`src/rtl/immediate_decode_stage.sv`:
```
// Immediate generator for RV32/RV64 decode, followed by a DEPTH-entry in-order
// valid/ready FIFO. Optional macro IMM_TYPE_CHECK_EN flags type 111 and counts it.
module immediate_decode_stage #(
  parameter int XLEN  = 64,
  parameter int DEPTH = 2,
  parameter int TAG_W = 4
) (
  input  logic                         clk,
  input  logic                         rst_n,
  input  logic                         flush,
  input  logic                         in_valid,
  output logic                         in_ready,
  input  logic [31:0]                  in_instr,
  input  logic [2:0]                   in_type,
  input  logic [TAG_W-1:0]             in_tag,
  output logic                         out_valid,
  input  logic                         out_ready,
  output logic [XLEN-1:0]              out_imm,
  output logic [2:0]                   out_type,
  output logic [TAG_W-1:0]             out_tag,
  output logic                         out_err,
  output logic [$clog2(DEPTH+1)-1:0]   occupancy
);

  localparam int AW = $clog2(DEPTH);
  localparam int OW = $clog2(DEPTH+1);

  function automatic logic [XLEN-1:0] gen_imm(input logic [31:0] i, input logic [2:0] t);
    logic signed [31:0] v;
    logic [XLEN-1:0]    r;
    v = '0;
    r = '0;
    case (t)
      3'b000: begin v = {{20{i[31]}}, i[31:20]};                                   r = XLEN'(v); end
      3'b001: begin v = {{20{i[31]}}, i[31:25], i[11:7]};                          r = XLEN'(v); end
      3'b010: begin v = {{19{i[31]}}, i[31], i[7], i[30:25], i[11:8], 1'b0};       r = XLEN'(v); end
      3'b011: begin v = {i[31:12], 12'b0};                                         r = XLEN'(v); end
      3'b100: begin v = {{11{i[31]}}, i[31], i[19:12], i[20], i[30:21], 1'b0};     r = XLEN'(v); end
      3'b101: r = XLEN'(i[19:15]);
      3'b110: r = (XLEN == 64) ? XLEN'(i[25:20]) : XLEN'(i[24:20]);
      default: r = '0;
    endcase
    return r;
  endfunction

  logic [XLEN-1:0]  mem_imm  [DEPTH];
  logic [2:0]       mem_type [DEPTH];
  logic [TAG_W-1:0] mem_tag  [DEPTH];
  logic             mem_err  [DEPTH];
  logic [AW-1:0]    wr_ptr, rd_ptr;
  logic             push, pop, err_p0;
  logic             unused_opcode;

  assign unused_opcode = ^in_instr[6:0];

`ifdef IMM_TYPE_CHECK_EN
  assign err_p0 = (in_type == 3'b111);
`else
  assign err_p0 = 1'b0;
`endif

  assign in_ready  = (occupancy < OW'(DEPTH)) && !flush;
  assign out_valid = (occupancy != '0);
  assign push      = in_valid && in_ready;
  assign pop       = out_valid && out_ready && !flush;

  // Stage p0 -> storage: computed immediate is written at the tail
  always_ff @(posedge clk or negedge rst_n) begin
    if (!rst_n) begin
      for (int k = 0; k < DEPTH; k++) begin
        mem_imm[k]  <= '0;
        mem_type[k] <= '0;
        mem_tag[k]  <= '0;
        mem_err[k]  <= 1'b0;
      end
    end else if (push) begin
      mem_imm[wr_ptr]  <= gen_imm(in_instr, in_type);
      mem_type[wr_ptr] <= in_type;
      mem_tag[wr_ptr]  <= in_tag;
      mem_err[wr_ptr]  <= err_p0;
    end
  end

  always_ff @(posedge clk or negedge rst_n) begin
    if (!rst_n) begin
      wr_ptr    <= '0;
      rd_ptr    <= '0;
      occupancy <= '0;
    end else if (flush) begin
      wr_ptr    <= '0;
      rd_ptr    <= '0;
      occupancy <= '0;
    end else begin
      if (push) wr_ptr <= wr_ptr + AW'(1);
      if (pop)  rd_ptr <= rd_ptr + AW'(1);
      occupancy <= occupancy + OW'(push) - OW'(pop);
    end
  end

  // Head of FIFO drives the outputs; storage is zero after reset so outputs are too
  assign out_imm  = mem_imm[rd_ptr];
  assign out_type = mem_type[rd_ptr];
  assign out_tag  = mem_tag[rd_ptr];
  assign out_err  = mem_err[rd_ptr];

`ifdef IMM_TYPE_CHECK_EN
  logic [7:0] illegal_cnt;

  always_ff @(posedge clk or negedge rst_n) begin
    if (!rst_n)
      illegal_cnt <= '0;
    else if (push && err_p0 && illegal_cnt != 8'hFF)
      illegal_cnt <= illegal_cnt + 8'd1;
  end
`endif

endmodule
```
`config.mk`:
```
export PLATFORM = sky130hd
export DESIGN_NAME = immediate_decode_stage
export DESIGN_NICKNAME = d
export VERILOG_FILES = /design/src/rtl/immediate_decode_stage.sv
export SDC_FILE = /design/constraint.sdc
export NUM_CORES = 1
export LEC_CHECK = 0
export BUFFER_PORTS_ARGS = -buffer_cell sky130_fd_sc_hd__buf_2
export CAP_MARGIN = 40
export CORE_MARGIN = 2
export CORE_UTILIZATION = 59
export CTS_BUF_LIST = sky130_fd_sc_hd__clkbuf_8
export CTS_CLUSTER_DIAMETER = 150
export CTS_CLUSTER_SIZE = 30
export DETAILED_ROUTE_END_ITERATION = 7
export PLACE_DENSITY_LB_ADDON = 0.15
export SKIP_CTS_REPAIR_TIMING = 1
export SYNTH_ARGS = -nofsm -noshare
export SYNTH_HDL_FRONTEND = slang
export SYNTH_SLANG_ARGS = --single-unit
```
`constraint.sdc`:
```
create_clock -name clk -period 5.6 [get_ports clk]
set_input_delay 1.12 -clock clk [delete_from_list [all_inputs] [get_ports clk]]
set_output_delay 1.12 -clock clk [all_outputs]
set_load 0.02 [all_outputs]
```
After elaboration in Yosys (flattened, before gate mapping)
Index checks and enable logic that the tools add are counted.

word-level totals
  flip-flop bits (word level) = 148
  input port bits = 44
  output and inout bits = 76
  word-level logic and storage cells = 69

cells by class
  $add $sub $neg = 4
  order comparisons = 4
  eq/ne operators = 6
  muxes and demuxes = 30
  bitwise operators = 4
  reductions and logical operators = 10

operator list
  kind                   count
  $pmux W64 S7           1
  $mux W64               5
  $bwmux W128            1
  $demux W64 S1          1
  $mux W4                4
  $mux W3                4
  $eq A3 B3 Y1 const B   3
  $bwmux W8              1
  $mux W1                8
  $bwmux W6              1
  $eq A3 B2 Y1 const B   2
  $reduce_bool A2 Y1     3
  $logic_and A1 B1 Y1    5
  $demux W4 S1           1
  $ge A2 B2 Y1 const B   2
  $not A1 Y2             2
  $demux W3 S1           1
  $eq A3 B1 Y1 const B   1
  $logic_not A3 Y1       1
  $add A1 B1 Y1 const B  2
  $add A2 B1 Y2          1
  $and A2 B2 Y2          1
  $lt A2 B1 Y1 const B   1
  $lt A2 B2 Y1 const B   1
  5 further kinds        5

Logic depth before layout (Yosys ltp)
Gate-level depths: netlist of run 1.

  depth after elaboration = 7
  mapped depth = 8

Worst setup path after synthesis of run 1
OpenSTA, ideal clock, no wires.

  path type = register -> output
  from = reg rd_ptr
  to = out out_imm[32]
  data arrival time = 1.643 ns
  setup slack = 2.837 ns
  stages on the path, launching flop included = 5
  cell sequence = dfrtp_1 -> clkbuf_1 -> buf_1 -> mux2_2 -> buf_4

between the ends
  longest elaborated chain between the ends = 4

RTL lines
  what                                         line  RTL
  from (decl)                                  50    logic [AW-1:0] wr_ptr, rd_ptr;
  from (signal assigned)                       95    if (pop) rd_ptr <= rd_ptr + AW'(1);
  $not A1 Y2 (implied by the code)             101   assign out_imm = mem_imm[rd_ptr];
  $mux W64 (implied by the code) (3 in a row)  101
  to (decl)                                    18    output logic [XLEN-1:0] out_imm,

No other way between the ends. The select of a mux whose other input is x is not followed.

Final worst setup path of run 1
  from = reg rd_ptr
  to = out out_imm[44]

The elaborated chain is that of the path after synthesis.

==> impl_metrics.yaml, run 1 <==
critical_path:
  arrival_ns: 1.93
  cp-start-kind: "flop"
  startpoint: "rd_ptr"
  endpoint_kind: "output pin"
  critPathMaxStageDelay_ns: 0.53
  cp.required_ns: 4.48
  slowest_stage: "dfrtp_2"
  path_class: "flop to output pin"
  reg2reg_from: "occupancy[1]"
  path_cells: "buf_12, mux2_2, buf_2"
  cp_max_fo: 33
sta:
  period_needed_ns: 3.05
  fmax_mhz: 328
  final-setup-viol-count: 0
  hold_violations: 0
  tns_ns: 0
  slew_headroom_pct: 47.8
  post-route-period-util_pct: 54.4
  rsz0062_at_grt: "false"
  fin_skew_ns: 0.00631
  slew_viol_final: 0
  worst_pin_slew_ns: 0.781
grt:
  grt_usage_pct: 24.0
  overflow: 0
  grt_pass1_vias: 3126
  grt_pass1_wl_mm: 15.6
  grt_max_degree: 47
  antenna_found_initial: 0
pwr:
  power.density_mw_per_mm2: 472
  p_seq_share_pct: 41.0
  clkPwrFrac_pct: 15.8
  internal_power_mw: 1.38
  ir_drop_mv: 0.188
  switching_power_uw: 926
  sw_frac_of_total_pct: 40.2
  combPwrFrac_pct: 43.1
  leakagePower_nw: 2.39
clock_tree:
  cts.sinks: 84
  numCtsBuffers: 9
  path_clk_slew_ns: 0.08
  cts_max_level: 3
  clockBufferDepth: 2
  cts_root_buf: "clkbuf_8"
  cts_tree: "built"
  worstSkewPairLatency_ns: 0.35
floorplanning:
  die_w_um: 90.0
  die_y_um: 90.0
  start_util_pct: 60.5
  die_area_mm2: 0.00810
  coreArea_mm2: 0.00721
  rows: 31
  ioPinCount: 120
logic_synthesis:
  yosys_warnings: 0
  async_reset_ff_share_pct: 100
  synth-main-ff-cell: "dfrtp_1"
  synth-edff-count: 0
  synth_top_cell_by_area: "dfrtp_1"
  avgSynthCellArea_um2: 9.65
  yosysSeqAreaShare_pct: 48.2
  synth_commonest_cells: "93 x nand2_1, 84 x dfrtp_1, 40 x mux2_2"
  synth_top_area_share_pct: 48.2
  synth_cell_type_count: 36
  synth_most_common_cell: "nand2_1"
  syn-num-nets: 498
  synth_cells: 452
  ys_ff_latch: 84
  syn-cell-area_mm2: 0.00436
  synth_area_leaders: "dfrtp_1 48%, mux2_2 10%, nand2_1 8.0%"
outcome:
  status: "finished, final reports clean"
route:
  first_pass_iters: 4
  finalWirelength_mm: 9.28
  ant_nets: 0
  drc_errors: 0
  drtIter0Drc: 215
  viasPerCell: 5.43
  wl_per_cell_um: 15.0
  vias: 3364
layout:
  fin_area_mm2: 0.00488
  drive_gt1_share_pct: 37.4
  syn2layout_area_growth_pct: 11.8
  nets: 562
  n_antenna_cell: 0
hold_path:
  hp-start: "mem_imm[8]"
  worstHoldPathType: "flop to flop"
place:
  gp_congestion: 0.785
  place_area_mm2: 0.00472
  port_buffers: 112
  dp_hpwl_mm: 6.45
run:
  max_cap_viol_count: 0
## state kept, by name (all words and copies together) (netlist names)
register,count
mem_tag,8
mem_imm,64
wr_ptr,1
mem_err,2
occupancy,2
rd_ptr,1
mem_type,6
## layer usage
layer,vias to the layer above,wire [µm],GRT usage [%]
met3,8,502,3.44
met1,1608,4250,34.3
met5,-,0,0
met4,0,113,8.08
met2,101,4410,38.1
li1,1647,-,-
## critical path, delay by kind of cell, from the launching register on
kind	cells	cell delay, ns
multiplexers	1	0.53
flip-flops	1	0.53
buffers and inverters	2	0.49
## cell usage in the layout (no fill, tap or decap), drive strengths merged
cell type,synthesis,layout
or3b,1,1
a21boi,1,1
nand3b,1,1
nand3,1,1
clkinv,0,5
and2,3,3
and3,1,1
mux2i,1,1
dfrtp,84,84
nor3b,1,1
a31o,1,1
ha,2,2
clkbuf,12,9
xnor2,3,3
or2,2,2
o21a,8,8
nand2,93,93
inv,2,4
o21ai,39,39
buf,52,117
a22o,4,4
a21oi,17,17
nor2,39,39
xor2,2,2
a222oi,4,4
mux2,40,40
nor2b,6,6
a31oi,31,31
nor3,1,1
## cell type report
| cell class | instances | area [µm²] |
|---|---|---|
| clock buffers | 9 | 124 |
| inverters | 2 | 7.51 |
| clock inverters | 7 | 36.3 |
| flip-flops and latches | 84 | 2100 |
| multi-input cells | 302 | 1840 |
| repair buffers | 117 | 646 |
| well taps | 99 | 124 |
| fillers | 597 | 2340 |
## power groups by stage
stage | registers (mW) | logic [mW] | clock network (mW)
after floorplan | 0.923 | 0.839 | 0
after global placement | 0.962 | 0.951 | 0
after detailed placement | 0.958 | 0.999 | 0
after CTS | 0.945 | 1.00 | 0.371
after global routing | 0.976 | 1.09 | 0.397
final | 0.944 | 0.993 | 0.365
## metrics by stage
step | setup slack [ns] | cells | hold slack [ns] | power [mW] | utilization, %
6_report | 2.55 | 620 | 0.477 | 2.30 | 67.6
2_1_floorplan | 2.84 | 452 | 0.440 | 1.76 | -
5_1_grt | 2.46 | 620 | 0.497 | 2.46 | 67.6
3_5_place_dp | 2.71 | 604 | 0.462 | 1.96 | 65.4
3_3_place_gp | 2.59 | 601 | 0.454 | 1.91 | 64.5
4_1_cts | 2.53 | 620 | 0.482 | 2.32 | 67.6
## cell families (layout without fill, tap and decap cells)
| kind of cell | Yosys count | after routing | share of synthesized area [%] |
|---|---|---|---|
| AO/OA/AOI/OAI | 105 | 105 | 15.8 |
| XOR/XNOR | 5 | 5 | 1.00 |
| adder cells (fa/ha/maj) | 2 | 2 | 0.574 |
| buffers and inverters | 66 | 135 | 9.67 |
| flip-flops | 84 | 84 | 48.2 |
| multiplexers | 41 | 41 | 10.6 |
| AND/OR/NAND/NOR | 149 | 149 | 14.2 |
## worst paths after layout
| kind | end | cells past startpoint | slack (ns) |
|---|---|---|---|
| min in group asynchronous | mem_err[1] | 1 | 0.73 |
| setup reg to reg | mem_imm[85] | 4 | 3.72 |
| hold / removal | mem_imm[8] | 2 | 0.48 |
| hold reg to reg | mem_imm[8] | 2 | 0.48 |
| setup / recovery | out_imm[44] | 3 | 2.55 |
| max in group asynchronous | mem_imm[4] | 2 | 4.27 |
No activity file was read; power rests on OpenSTA's default activity.
==> run 2: changes to the inputs <==
Settings changed: ABC_AREA set to 1, CORE_UTILIZATION 59 to 49.
Clock period 5.6 ns to 2.58 ns, I/O delays scaled along.
==> impl_metrics.yaml, run 2 <==
logic_synthesis:
  synth_top_cell_by_area: "dfrtp_1"
  synth_most_common_cell: "nand2_1"
  synth_cells: 611
  synth-edff-count: 0
  ys_ff_latch: 84
  async_reset_ff_share_pct: 100
  synth_cell_type_count: 25
  synth_top_area_share_pct: 47.4
  yosys_warnings: 0
  avgSynthCellArea_um2: 7.25
  synth_commonest_cells: "344 x nand2_1, 84 x dfrtp_1, 33 x buf_4"
  yosysSeqAreaShare_pct: 47.4
  synth-main-ff-cell: "dfrtp_1"
  syn-num-nets: 657
  synth_area_leaders: "dfrtp_1 47%, nand2_1 29%, buf_4 5.6%"
  syn-cell-area_mm2: 0.00443
sta:
  rsz0062_at_grt: "false"
  tns_ns: 0
  worst_pin_slew_ns: 0.784
  period_needed_ns: 2.26
  hold_violations: 0
  post-route-period-util_pct: 87.5
  fmax_mhz: 443
  slew_viol_final: 0
  slew_headroom_pct: 47.7
  final-setup-viol-count: 0
  fin_ws_ns: 0.323
  fin_skew_ns: 0.00785
pwr:
  ir_drop_mv: 0.481
  power.density_mw_per_mm2: 949
  leakagePower_nw: 2.98
critical_path:
  critPathMaxStageDelay_ns: 0.43
  cp.required_ns: 2.06
  startpoint: "rd_ptr"
  path_class: "flop to output pin"
  reg2reg_depth: 8
  cp-start-kind: "flop"
  endpoint_kind: "output pin"
  reg2reg_from: "occupancy[1]"
  path_cells: "buf_4, clkinv_1, buf_4, nand2_1, nand2_1, buf_2"
  r2r_end: "occupancy[1]"
  crit_family: "buffers and inverters"
  cp_max_fo: 27
  arrival_ns: 1.74
  path_buf_inv: 4
  slowest_stage: "dfrtp_2"
  r2r_setup_slack_ns: 0.89
floorplanning:
  ioPinCount: 120
  die_area_mm2: 0.00982
  rows: 34
  coreArea_mm2: 0.00876
  start_util_pct: 50.6
  die_w_um: 99.1
  die_y_um: 99.1
route:
  wl_per_cell_um: 13.8
  drtIter0Drc: 195
  finalWirelength_mm: 11.0
  vias: 3919
  ant_nets: 0
  drc_errors: 0
  first_pass_iters: 5
  viasPerCell: 4.94
layout:
  drive_gt1_share_pct: 21.7
  reg.largest.list: "mem_imm: 64 flops, mem_tag: 8 flops, mem_type: 6 flops"
  n_antenna_cell: 0
  largest_register_ff_count: 64
  layout_common_cells: "344 x nand2_1, 111 x buf_2, 83 x dfrtp_1"
  regMostFlops: "mem_imm"
  nets: 727
  syn2layout_area_growth_pct: 12.8
  final_common_cell: "nand2_1"
clock_tree:
  cts_tree: "built"
  worstSkewPairLatency_ns: 0.35
  numCtsBuffers: 9
  path_clk_slew_ns: 0.08
  cts_max_level: 3
  cts_root_buf: "clkbuf_8"
  clockBufferDepth: 2
  cts.sinks: 84
outcome:
  status: "finished, final reports clean"
grt:
  grt_pass1_wl_mm: 17.9
  grt_max_degree: 47
  grt_pass1_vias: 3631
  grt_usage_pct: 22.9
  antenna_found_initial: 0
  overflow: 0
place:
  dp_hpwl_mm: 7.27
  dp_worst_setup_slack_ns: 0.662
  port_buffers: 112
  gp_congestion: 0.818
hold_path:
  worstHoldPathType: "input pin to asynchronous set/reset pin"
run:
  max_cap_viol_count: 0
## run 2: cell count changes in the layout (fill, tap and decap cells not counted), moves of 9 or more
cell,previous run,this run
o21ai_2,16,1
nand2_1,93,344
a31oi_1,31,0
mux2_2,40,0
inv_1,4,27
o21ai_1,2,11
nor2_1,38,18
nand3_1,1,19
a21oi_1,17,2
## run 2: power breakdown
group	total, mW	leakage (nW)	switching (mW)	internal [mW]
clock	0.965	0.107	0.471	0.494
combinational	1.84	1.78	1.25	0.591
sequential	1.94	1.09	0.209	1.73
total	4.75	2.98	1.93	2.81
## run 2: area by class of cell
class	count	area, µm²
Multi-Input combinational cell	436	1810
Timing Repair Buffer	120	636
Tap cell	108	135
Sequential cell	84	2100
Inverter	30	113
Clock buffer	11	151
Fill cell	863	3760
Clock inverter	5	51.3
## run 2: logic make-up after synthesis
| group | Yosys count | synth area share [%] |
|---|---|---|
| AOI/OAI and AO/OA | 36 | 4.07 |
| DFF | 84 | 47.4 |
| buffers and inverters | 91 | 11.8 |
| xor gates and xnor gates | 2 | 0.395 |
| adders and majority gates | 2 | 0.565 |
| and+or+nand+nor | 396 | 35.7 |
## run 2: routing by layer
layer	routed length, µm	share of wire, %	vias up	global-route usage (%)
met3	724	6.6	7	3.44
met1	4920	45	1816	31.7
met4	70	0.64	0	7.69
li1	-	-	1966	-
met5	0	0	-	0
met2	5240	48	130	37.1
## run 2: per-stage QoR
| step | cells | area (µm²) | utilization, % | hold WS, ns | power (mW) |
|---|---|---|---|---|---|
| after detailed placement | 778 | 4800 | 54.7 | 0.459 | 3.82 |
| final | 794 | 5000 | 57.1 | 0.177 | 4.75 |
| after global routing | 794 | 5000 | 57.1 | 0.213 | 5.07 |
| after global placement | 778 | 4800 | 54.7 | 0.453 | 3.76 |
| after CTS | 794 | 5000 | 57.1 | 0.189 | 4.79 |
| after floorplan | 611 | 4440 | - | 0.220 | 3.42 |
## run 2: worst max-delay path by stage
stage,depth (start not counted),endpoint
floorplan,3,out_imm[32]
CTS,2,out_imm[41]
detailed placement,2,out_imm[49]
global placement,6,mem_tag[5]
finish,6,out_imm[2]
global route,2,out_imm[46]
